### config.mk
export PLATFORM = sky130hd
export DESIGN_NAME = fpu_op_sequencer
export DESIGN_NICKNAME = d
export VERILOG_FILES = /design/src/rtl/fpu_seq_pkg.sv /design/src/rtl/fpu_seq_fifo.sv /design/src/rtl/fpu_op_sequencer.sv
export SDC_FILE = /design/constraint.sdc
export NUM_CORES = 1
export LEC_CHECK = 0
export ABC_AREA = 1
export CAP_MARGIN = 20
export CORE_ASPECT_RATIO = 1.5
export CORE_MARGIN = 1
export CORE_UTILIZATION = 54
export CTS_BUF_LIST = sky130_fd_sc_hd__clkbuf_8 sky130_fd_sc_hd__clkbuf_16
export DETAILED_ROUTE_END_ITERATION = 8
export GPL_ROUTABILITY_DRIVEN = 0
export GPL_TIMING_DRIVEN = 0
export PLACE_DENSITY = 0.85
export SYNTH_ARGS = -nofsm -noshare
export SYNTH_HDL_FRONTEND = slang
export SYNTH_HIERARCHICAL = 1
export SYNTH_SLANG_ARGS = --single-unit
### constraint.sdc
create_clock -name clk -period 9.85 [get_ports clk]
set_clock_uncertainty 0.15 [all_clocks]
set_input_delay 1.97 -clock clk [delete_from_list [all_inputs] [get_ports clk]]
set_output_delay 1.97 -clock clk [all_outputs]
set_load 0.1 [all_outputs]
### src/rtl/fpu_seq_pkg.sv
// Shared types and opcode constants for the FPU operation sequencer.
package fpu_seq_pkg;

  typedef enum logic [1:0] {
    ST_IDLE  = 2'd0,
    ST_ISSUE = 2'd1,
    ST_HOLD  = 2'd2
  } seq_state_e;

  localparam logic [3:0] C_FPU_ADD_CMD = 4'h0;
  localparam logic [3:0] C_FPU_SUB_CMD = 4'h1;
  localparam logic [3:0] C_FPU_MUL_CMD = 4'h2;
  localparam logic [3:0] C_FPU_DIV_CMD = 4'h3;
  localparam logic [3:0] C_FPU_NOP_CMD = 4'h7;

  // Request record at the default interface widths.
  typedef struct packed {
    logic [31:0] a;
    logic [31:0] b;
    logic [1:0]  rm;
    logic [3:0]  op;
    logic [4:0]  tag;
  } fpu_req_t;

endpackage

### src/rtl/fpu_seq_fifo.sv
// Show-ahead request FIFO; head entry is visible on dout whenever !empty.
module fpu_seq_fifo
  import fpu_seq_pkg::*;
#(
  parameter int C_WIDTH = 8,
  parameter int C_DEPTH = 2
) (
  input  logic               clk,
  input  logic               rst,
  input  logic               push,
  input  logic               pop,
  input  logic [C_WIDTH-1:0] din,
  output logic [C_WIDTH-1:0] dout,
  output logic               full,
  output logic               empty
);

  localparam int C_PTR = (C_DEPTH > 1) ? $clog2(C_DEPTH) : 1;
  localparam int C_CNT = $clog2(C_DEPTH + 1);

  logic [C_WIDTH-1:0] mem [C_DEPTH];
  logic [C_PTR-1:0]   wr_ptr_reg, rd_ptr_reg;
  logic [C_PTR-1:0]   wr_ptr_next, rd_ptr_next;
  logic [C_CNT-1:0]   count_reg;
  logic               do_push, do_pop;

  assign empty = (count_reg == '0);
  assign full  = (count_reg == C_CNT'(C_DEPTH));

  // A full FIFO still accepts a push when the head leaves in the same cycle.
  assign do_pop  = pop && !empty;
  assign do_push = push && (!full || do_pop);

  assign wr_ptr_next = (wr_ptr_reg == C_PTR'(C_DEPTH - 1)) ? '0 : wr_ptr_reg + 1'b1;
  assign rd_ptr_next = (rd_ptr_reg == C_PTR'(C_DEPTH - 1)) ? '0 : rd_ptr_reg + 1'b1;

  genvar gi;
  generate
    for (gi = 0; gi < C_DEPTH; gi++) begin : g_entry
      always_ff @(posedge clk) begin
        if (do_push && (wr_ptr_reg == C_PTR'(gi))) begin
          mem[gi] <= din;
        end
      end
    end
  endgenerate

  assign dout = mem[rd_ptr_reg];

  always_ff @(posedge clk) begin
    if (rst) begin
      wr_ptr_reg <= '0;
      rd_ptr_reg <= '0;
      count_reg  <= '0;
    end else begin
      if (do_push) wr_ptr_reg <= wr_ptr_next;
      if (do_pop)  rd_ptr_reg <= rd_ptr_next;
      case ({do_push, do_pop})
        2'b10:   count_reg <= count_reg + 1'b1;
        2'b01:   count_reg <= count_reg - 1'b1;
        default: count_reg <= count_reg;
      endcase
    end
  end

endmodule

### src/rtl/fpu_op_sequencer.sv
// Queues FPU requests, issues them one at a time to the FPU wrapper and returns tagged results.
// Optional FPU_SEQ_NOP_FILTER_EN: NOP requests skip the FPU and respond with result 0.
module fpu_op_sequencer
  import fpu_seq_pkg::*;
#(
  parameter int C_OP    = 32,
  parameter int C_RM    = 2,
  parameter int C_CMD   = 4,
  parameter int C_TAG   = 5,
  parameter int C_DEPTH = 2
) (
  input  logic             clk,
  input  logic             rst,
  input  logic             req_valid_i,
  output logic             req_ready_o,
  input  logic [C_OP-1:0]  req_a_i,
  input  logic [C_OP-1:0]  req_b_i,
  input  logic [C_RM-1:0]  req_rm_i,
  input  logic [C_CMD-1:0] req_op_i,
  input  logic [C_TAG-1:0] req_tag_i,
  output logic [C_OP-1:0]  fpu_a_o,
  output logic [C_OP-1:0]  fpu_b_o,
  output logic [C_RM-1:0]  fpu_rm_o,
  output logic [C_CMD-1:0] fpu_op_o,
  output logic             fpu_enable_o,
  output logic             fpu_stall_o,
  input  logic [C_OP-1:0]  fpu_result_i,
  input  logic             fpu_result_valid_i,
  output logic             rsp_valid_o,
  input  logic             rsp_ready_i,
  output logic [C_OP-1:0]  rsp_result_o,
  output logic [C_TAG-1:0] rsp_tag_o,
  output logic             busy_o
);

  localparam int C_REQ_W = 2 * C_OP + C_RM + C_CMD + C_TAG;

  seq_state_e state_reg, state_next;

  logic [C_REQ_W-1:0] fifo_din, fifo_dout;
  logic               fifo_push, fifo_pop, fifo_full, fifo_empty;

  logic [C_OP-1:0]  head_a, head_b;
  logic [C_RM-1:0]  head_rm;
  logic [C_CMD-1:0] head_op;
  logic [C_TAG-1:0] head_tag;
  logic             head_nop;

  logic [C_OP-1:0]  iss_a_reg, iss_b_reg;
  logic [C_RM-1:0]  iss_rm_reg;
  logic [C_CMD-1:0] iss_op_reg;
  logic [C_TAG-1:0] iss_tag_reg;

  logic             rsp_valid_reg;
  logic [C_OP-1:0]  rsp_result_reg;
  logic [C_TAG-1:0] rsp_tag_reg;

  logic rsp_free;
  logic load_issue, load_rsp_fpu, load_rsp_nop;

  assign fifo_din    = {req_a_i, req_b_i, req_rm_i, req_op_i, req_tag_i};
  assign fifo_push   = req_valid_i && !fifo_full;
  assign req_ready_o = !fifo_full;

  assign {head_a, head_b, head_rm, head_op, head_tag} = fifo_dout;

  fpu_seq_fifo #(
    .C_WIDTH (C_REQ_W),
    .C_DEPTH (C_DEPTH)
  ) u_req_fifo (
    .clk   (clk),
    .rst   (rst),
    .push  (fifo_push),
    .pop   (fifo_pop),
    .din   (fifo_din),
    .dout  (fifo_dout),
    .full  (fifo_full),
    .empty (fifo_empty)
  );

`ifdef FPU_SEQ_NOP_FILTER_EN
  assign head_nop = (head_op == C_CMD'(C_FPU_NOP_CMD));
`else
  assign head_nop = 1'b0;
`endif

  // The response register can take a new value if it is empty or drains this cycle.
  assign rsp_free = !rsp_valid_reg || rsp_ready_i;

  always_ff @(posedge clk) begin
    if (rst) begin
      state_reg <= ST_IDLE;
    end else begin
      state_reg <= state_next;
    end
  end

  always_comb begin
    state_next   = state_reg;
    fifo_pop     = 1'b0;
    load_issue   = 1'b0;
    load_rsp_fpu = 1'b0;
    load_rsp_nop = 1'b0;
    fpu_enable_o = 1'b0;
    fpu_stall_o  = 1'b0;
    case (state_reg)
      ST_IDLE: begin
        if (!fifo_empty && rsp_free) begin
          fifo_pop = 1'b1;
          if (head_nop) begin
            load_rsp_nop = 1'b1;
          end else begin
            load_issue = 1'b1;
            state_next = ST_ISSUE;
          end
        end
      end
      ST_ISSUE: begin
        fpu_enable_o = 1'b1;
        if (rsp_valid_reg && !rsp_ready_i) begin
          fpu_stall_o = 1'b1;
          state_next  = ST_HOLD;
        end else if (fpu_result_valid_i) begin
          load_rsp_fpu = 1'b1;
          // Chain the next request straight into ISSUE so windows stay contiguous.
          if (!fifo_empty && !head_nop) begin
            fifo_pop   = 1'b1;
            load_issue = 1'b1;
          end else begin
            state_next = ST_IDLE;
          end
        end
      end
      ST_HOLD: begin
        fpu_enable_o = 1'b1;
        fpu_stall_o  = 1'b1;
        if (rsp_free) begin
          state_next = ST_ISSUE;
        end
      end
      default: begin
        state_next = ST_IDLE;
      end
    endcase
  end

  // Issue register only changes on a pop into ISSUE, so FPU inputs stay quiet in IDLE.
  always_ff @(posedge clk) begin
    if (rst) begin
      iss_a_reg   <= '0;
      iss_b_reg   <= '0;
      iss_rm_reg  <= '0;
      iss_op_reg  <= '0;
      iss_tag_reg <= '0;
    end else if (load_issue) begin
      iss_a_reg   <= head_a;
      iss_b_reg   <= head_b;
      iss_rm_reg  <= head_rm;
      iss_op_reg  <= head_op;
      iss_tag_reg <= head_tag;
    end
  end

  always_ff @(posedge clk) begin
    if (rst) begin
      rsp_valid_reg  <= 1'b0;
      rsp_result_reg <= '0;
      rsp_tag_reg    <= '0;
    end else if (load_rsp_fpu) begin
      rsp_valid_reg  <= 1'b1;
      rsp_result_reg <= fpu_result_i;
      rsp_tag_reg    <= iss_tag_reg;
    end else if (load_rsp_nop) begin
      rsp_valid_reg  <= 1'b1;
      rsp_result_reg <= '0;
      rsp_tag_reg    <= head_tag;
    end else if (rsp_ready_i) begin
      rsp_valid_reg  <= 1'b0;
    end
  end

  assign fpu_a_o      = iss_a_reg;
  assign fpu_b_o      = iss_b_reg;
  assign fpu_rm_o     = iss_rm_reg;
  assign fpu_op_o     = iss_op_reg;
  assign rsp_valid_o  = rsp_valid_reg;
  assign rsp_result_o = rsp_result_reg;
  assign rsp_tag_o    = rsp_tag_reg;
  assign busy_o       = !fifo_empty || (state_reg != ST_IDLE);

endmodule
==> impl_metrics.yaml, run 1 <==
status:
  status: "completed"
floorplan:
  start_util_pct: 55.58
  placementRows: 60
  die-width_um: 113.4
  die_area_sq_mm: 0.01918
  die-height_um: 169.1
  io_pins: 224
  placeableCoreArea_sq_mm: 0.01809
timing:
  layout_min_cycle_time_ps: 6143
  fin_tns_setup_ps: 0
  worst_slew_pin_slew_ps: 1056
  rsz0062_at_grt: "no"
  rel_slew_slack_pct: 29.37
  max_freq_mhz: 162.8
  finalSetupViolations: 0
  post-route-period-util_pct: 62.37
  hold_violations: 0
  maxSlewViolCount: 0
  setup_slack_ps: 3707
place:
  port_buffers: 223
  post-dp-hpwl_mm: 15.94
  dp_worst_setup_slack_ps: 3717
  dpl.cell_count: 1278
  place_area_sq_mm: 0.01269
clocking:
  postCtsResizedCells: 0
  clock_latency_ps: 510
  clock_sink_count: 270
  path_clk_slew_ps: 60
  post_cts.repair.setup_buffers: 0
  tritoncts: "done"
  ctsHoldBuffers: 0
  clk_path_buf_depth: 3
  cts_htree_levels: 1
  cts_buffers: 24
  cts-root-buf: "sky130_fd_sc_hd__clkbuf_16"
cells_and_area:
  layout.cells.non_filler: 1323
  largest_register: "u_req_fifo/mem"
  syn2layout_area_growth_pct: 34.39
  post_route_cells_drive_above_1_share_pct: 14.90
  largest_register_ffs: 150
  final_cell_area_sq_mm: 0.01351
  fillers: 1176
  most_frequent_standard_cell_in_the_layout_excluding_fill_and_tap_cells: "sky130_fd_sc_hd__nor2_1"
  multi_input_comb_area_sq_mm: 0.002764
  finalNetCount: 1172
  sequential_cell_area_sq_mm: 0.006907
  layout.cells.most_common_list: "230 x sky130_fd_sc_hd__nor2_1, 223 x sky130_fd_sc_hd__clkdlybuf4s50_1, 150 x sky130_fd_sc_hd__edfxtp_1"
routing:
  ratio_of_routed_vias_to_standard_cells: 5.070
  initialDrtViolationCount: 421
  vias: 6707
  drt_pass_1_iters: 5
  drcViolationCount: 0
  antenna_violating_nets_post_route: 0
  wl_per_cell_um: 17.16
  detailed_route_wire_length_mm: 22.70
worst_setup_path:
  cp_slowest_stage_delay_ps: 1160
  crit_path_end_kind: "output port"
  cp.required_ps: 7730
  worstPathMaxFanout: 4
  crit_path_frequent_cell: "sky130_fd_sc_hd__clkdlybuf4s50_1"
  crit_type: "primary input to output port"
  startpoint_type: "primary input"
  worst_ep_arrival_time_ps: 4020
  cp_cell_sequence: "clkdlybuf4s50_1 > nor2_2 > nand2_1 > a21boi_0 > clkdlybuf4s50_1"
  worst_path_max_delay_cell: "sky130_fd_sc_hd__clkdlybuf4s50_1"
  path_delay_family: "buffers and inverters"
  path_buf_inv: 2
synthesis:
  synth_enable_flop_cells: 150
  synthDominantCellAreaShare_pct: 44.79
  netlist-cell-type-count: 29
  synthArstFlopShare_pct: 0
  post_synth_inst_count: 803
  synth_nets: 919
  ys_dominant_reg_cell: "sky130_fd_sc_hd__edfxtp_1"
  synth_top_area_cells: "sky130_fd_sc_hd__edfxtp_1 45%, sky130_fd_sc_hd__dfxtp_1 24%, sky130_fd_sc_hd__nor2_1 8.6%"
  netlist.top_cell.by_area: "sky130_fd_sc_hd__edfxtp_1"
  synth-seq-cells: 270
  ys_seq_area_share_pct: 68.68
  synthesis.area_sq_mm: 0.01006
  synthesis.area_per_instance_sq_um: 12.52
  ys.warnings.count: 6
grt:
  grt_pass1_vias: 7142
  overflow: 0
  wire_length_of_the_first_global_routing_pass_mm: 35.20
  globalRouteTotalUtil_pct: 23.66
  maximum_number_of_pins_on_one_net_before_global_route_repair: 32
  grt_antenna_before_repair: 1
pwr:
  cellLeakagePower_nw: 5.065
  vdd_ir_drop_max_mv: 0.2053
  design_power_total_mw: 4.333
  power_per_cell_area_mw_per_mm2: 320.6
flow_run:
  max_cap_viol_count: 0
hold_path:
  timing.hold.worst.class: "flip-flop to flip-flop"
==> metrics by stage <==
step                util, %  hold WS (ps)
floorplan                 -         304.6
detailed placement    70.15         321.0
CTS                   74.68         336.0
finish                74.70         333.3
global route          74.70         354.1
global placement      69.63         312.2
==> path summary, 6_finish.rpt <==
| check | from | to | slack (ps) | depth (start not counted) |
|---|---|---|---|---|
| setup / recovery | rsp_ready_i | fpu_stall_o | 3710 | 5 |
| setup reg to reg | state_reg[1] | u_req_fifo/mem[1][62] | 6710 | 12 |
| hold reg to reg | fpu_b_o[21] | fpu_b_o[21] | 330 | 2 |
| hold / removal | fpu_b_o[21] | fpu_b_o[21] | 330 | 2 |
==> routing by layer <==
layer | vias up | track usage (%) | routed length, um
met5 | - | 0 | 0
met4 | 0 | 10.87 | 947
met3 | 55 | 4.214 | 1320
met1 | 3182 | 23.72 | 7894
li1 | 3249 | - | -
met2 | 221 | 46.44 | 12540
==> Yosys cell counts, types with 2 or more instances <==
master	n
sky130_fd_sc_hd__dfxtp_1	120
sky130_fd_sc_hd__clkbuf_1	12
sky130_fd_sc_hd__edfxtp_1	150
sky130_fd_sc_hd__nand2_2	2
sky130_fd_sc_hd__buf_2	11
sky130_fd_sc_hd__buf_6	18
sky130_fd_sc_hd__a21oi_1	5
sky130_fd_sc_hd__nand2_1	20
sky130_fd_sc_hd__nor2_2	3
sky130_fd_sc_hd__nor2_1	231
sky130_fd_sc_hd__nand3_1	7
sky130_fd_sc_hd__inv_2	4
sky130_fd_sc_hd__ha_1	4
sky130_fd_sc_hd__inv_1	17
sky130_fd_sc_hd__mux2_4	50
sky130_fd_sc_hd__o21ai_0	82
sky130_fd_sc_hd__o21ai_1	31
sky130_fd_sc_hd__mux2_2	25
==> tightest hold or removal path, cell delays in order (launching register included) <==
cell and delay (ps):
sky130_fd_sc_hd__dfxtp_1 330, sky130_fd_sc_hd__nor2_1 50, sky130_fd_sc_hd__nor2_1 80
==> power breakdown <==
| part | internal [mW] | total [mW] | switching [mW] |
|---|---|---|---|
| logic | 0.494 | 1.88 | 1.38 |
| registers | 1.40 | 1.50 | 0.0944 |
| clock network | 0.562 | 0.960 | 0.398 |
| total | 2.46 | 4.33 | 1.87 |
==> area by class of cell <==
cell class | instances | area share [%]
clock buffer | 27 | 4.916
inverter | 22 | 0.6203
multi-input combinational | 468 | 20.45
sequential | 270 | 51.11
tap | 248 | 2.296
buffer | 43 | 2.324
clock inverter | 17 | 1.157
antenna | 1 | 0.01852
timing repair buffer | 227 | 17.11
==> cells by family after synthesis <==
group           count (synthesis)  synth area share [%]
fa+ha+maj                       4                0.4977
flops                         270                 68.68
compound gates                121                 6.097
buf+inv                        65                 3.956
simple gates                  268                 10.50
mux                            75                 10.27
No activity file was read; power rests on OpenSTA's default activity.
==> inputs of run 2 (changes only) <==
Settings changed: CORE_UTILIZATION 54 to 50, PLACE_DENSITY 0.85 to 0.79.
Clock period 9.85 ns to 6 ns, I/O delays scaled along.
==> run 2 against run 1 <==
Via count decreased by 2.2%. Global-route usage down 2.7 points. Worst hold slack lost 5.8 ps. Largest cell class unchanged. Critical path depth stayed put. Wire length fell by 4.5%. Largest power group unchanged.
==> impl_metrics.yaml, run 2 (synthesis results as in run 1) <==
routing:
  detailed_route_wire_length_mm: 21.67
  routed.top_layer: "met4"
  antenna_violating_nets_post_route: 0
  met1_length_mm: 8.080
  vias: 6558
  route.met3.wl_mm: 1.323
  routed-wl-met2_mm: 11.48
  drt_pass_1_iters: 5
  ratio_of_routed_vias_to_standard_cells: 4.894
  wl_per_cell_um: 16.17
  initialDrtViolationCount: 366
  drcViolationCount: 0
clocking:
  cts_htree_levels: 1
  clock_latency_ps: 510
  ctsHoldBuffers: 0
  clock_sink_count: 270
  post_cts.repair.setup_buffers: 0
  cts-root-buf: "sky130_fd_sc_hd__clkbuf_16"
  postCtsResizedCells: 0
  cts_buffers: 25
  tritoncts: "done"
  clk_path_buf_depth: 3
  path_clk_slew_ps: 60
timing:
  finalSetupViolations: 0
  rel_slew_slack_pct: 29.80
  max_freq_mhz: 214.6
  maxSlewViolCount: 0
  layout_min_cycle_time_ps: 4660
  post-route-period-util_pct: 77.66
  fin_tns_setup_ps: 0
  worst_slew_pin_slew_ps: 1050
  rsz0062_at_grt: "no"
  setup_slack_ps: 1340
  hold_violations: 0
floorplan:
  io_pins: 224
  start_util_pct: 51.03
  die-height_um: 175.7
  die_area_sq_mm: 0.02069
  placementRows: 63
  die-width_um: 117.8
  placeableCoreArea_sq_mm: 0.01971
worst_setup_path:
  cp-startpoint: "rsp_ready_i"
  crit_path_end: "fpu_stall_o"
  worst_path_max_delay_cell: "sky130_fd_sc_hd__clkdlybuf4s50_1"
  crit_path_frequent_cell: "sky130_fd_sc_hd__clkdlybuf4s50_1"
  worst_ep_arrival_time_ps: 3310
  worstPathMaxFanout: 4
  flop2flop_setup_slack_ps: 2890
  cp.required_ps: 4650
  crit_type: "primary input to output port"
  cp_cell_sequence: "clkdlybuf4s50_1 > nor2_2 > nand2_1 > a21boi_0 > clkdlybuf4s50_1"
  path_delay_family: "buffers and inverters"
  crit_cells: 5
  startpoint_type: "primary input"
  path_buf_inv: 2
  critical_path.reg2reg.startpoint: "state_reg[1]"
  r2r_end: "u_req_fifo/mem[0][33]"
  crit_path_end_kind: "output port"
  cp_slowest_stage_delay_ps: 1170
  worst-r2r-cell-count: 12
status:
  status: "completed"
cells_and_area:
  multi_input_comb_area_sq_mm: 0.002764
  largest_register_ffs: 150
  final_core_util_pct: 68.81
  finalNetCount: 1174
  most_frequent_standard_cell_in_the_layout_excluding_fill_and_tap_cells: "sky130_fd_sc_hd__nor2_1"
  layout.cells.most_common_list: "230 x sky130_fd_sc_hd__nor2_1, 223 x sky130_fd_sc_hd__clkdlybuf4s50_1, 150 x sky130_fd_sc_hd__edfxtp_1"
  post_route_cells_drive_above_1_share_pct: 15.04
  largest_register: "u_req_fifo/mem"
  syn2layout_area_growth_pct: 34.85
  sequential_cell_area_sq_mm: 0.006907
  fillers: 1430
grt:
  globalRouteTotalUtil_pct: 21.01
  wire_length_of_the_first_global_routing_pass_mm: 34.08
  maximum_number_of_pins_on_one_net_before_global_route_repair: 27
  overflow: 0
  grt_pass1_vias: 6695
  grt_antenna_before_repair: 2
pwr:
  cellLeakagePower_nw: 5.100
  vdd_ir_drop_max_mv: 0.3602
  power_per_cell_area_mw_per_mm2: 520.0
place:
  port_buffers: 223
  post-dp-hpwl_mm: 15.37
  dp_worst_setup_slack_ps: 1353
flow_run:
  max_cap_viol_count: 0
hold_path:
  hold_path.startpoint: "fpu_b_o[25]"
  timing.hold.worst.class: "flip-flop to flip-flop"
## run 2: cell count changes in the layout (fill, tap and decap cells not counted), sizes merged
cell      previous run  this run
clkbuf              39        42
inv                 23        29
diode                1         3
bufinv               3         1
clkinvlp             2         0
clkinv              11         8
buf                 35        36
## run 2: worst register-to-register path, delay by kind of cell (launching register included)
family	cells	cell delay (ps)
adder cells (fa/ha/maj)	1	240
flip-flops	1	320
AND/OR/NAND/NOR	6	1200
buffers and inverters	5	870
## run 2: final cells by class
class                           count  share of cell area (%)
Sequential cell                   270                   50.93
Multi-Input combinational cell    468                   20.38
Timing Repair Buffer              228                   17.25
Clock buffer                       30                   5.287
Tap cell                          260                   2.399
Buffer                             43                   2.316
Clock inverter                     16                  0.7566
Inverter                           22                  0.6182
Antenna cell                        3                 0.05536
## run 2: worst min-delay path by stage
stage | cells past startpoint | slack (ps) | to
after detailed placement | 2 | 320 | fpu_b_o[25]
after floorplan | 2 | 300 | flip-flop
final | 2 | 330 | fpu_b_o[25]
after global routing | 2 | 360 | fpu_a_o[16]
after global placement | 2 | 310 | fpu_b_o[8]
after CTS | 2 | 340 | fpu_b_o[25]
## run 2: routing by layer
layer  vias up  GRT usage, %
met5         -             0
met4         0         9.509
met3        48         4.643
met2       223         38.63
met1      3032         22.91
li1       3255             -
## run 2: metrics by stage
step / cell area [sq um] / power (mW) / cells / hold slack (ps)
floorplan: 10060 / 4.808 / 803 / 304.6
global placement: 12610 / 5.516 / 1286 / 312.4
detailed placement: 12730 / 5.569 / 1291 / 322.6
CTS: 13550 / 7.115 / 1337 / 335.9
global route: 13560 / 7.350 / 1339 / 355.9
finish: 13560 / 7.051 / 1340 / 327.5
## run 2: power by group
part	leakage [nW]	internal, mW	switching (mW)	total [mW]
clock	0.432	0.893	0.641	1.53
sequential	2.39	2.30	0.147	2.45
combinational	2.28	0.815	2.25	3.07
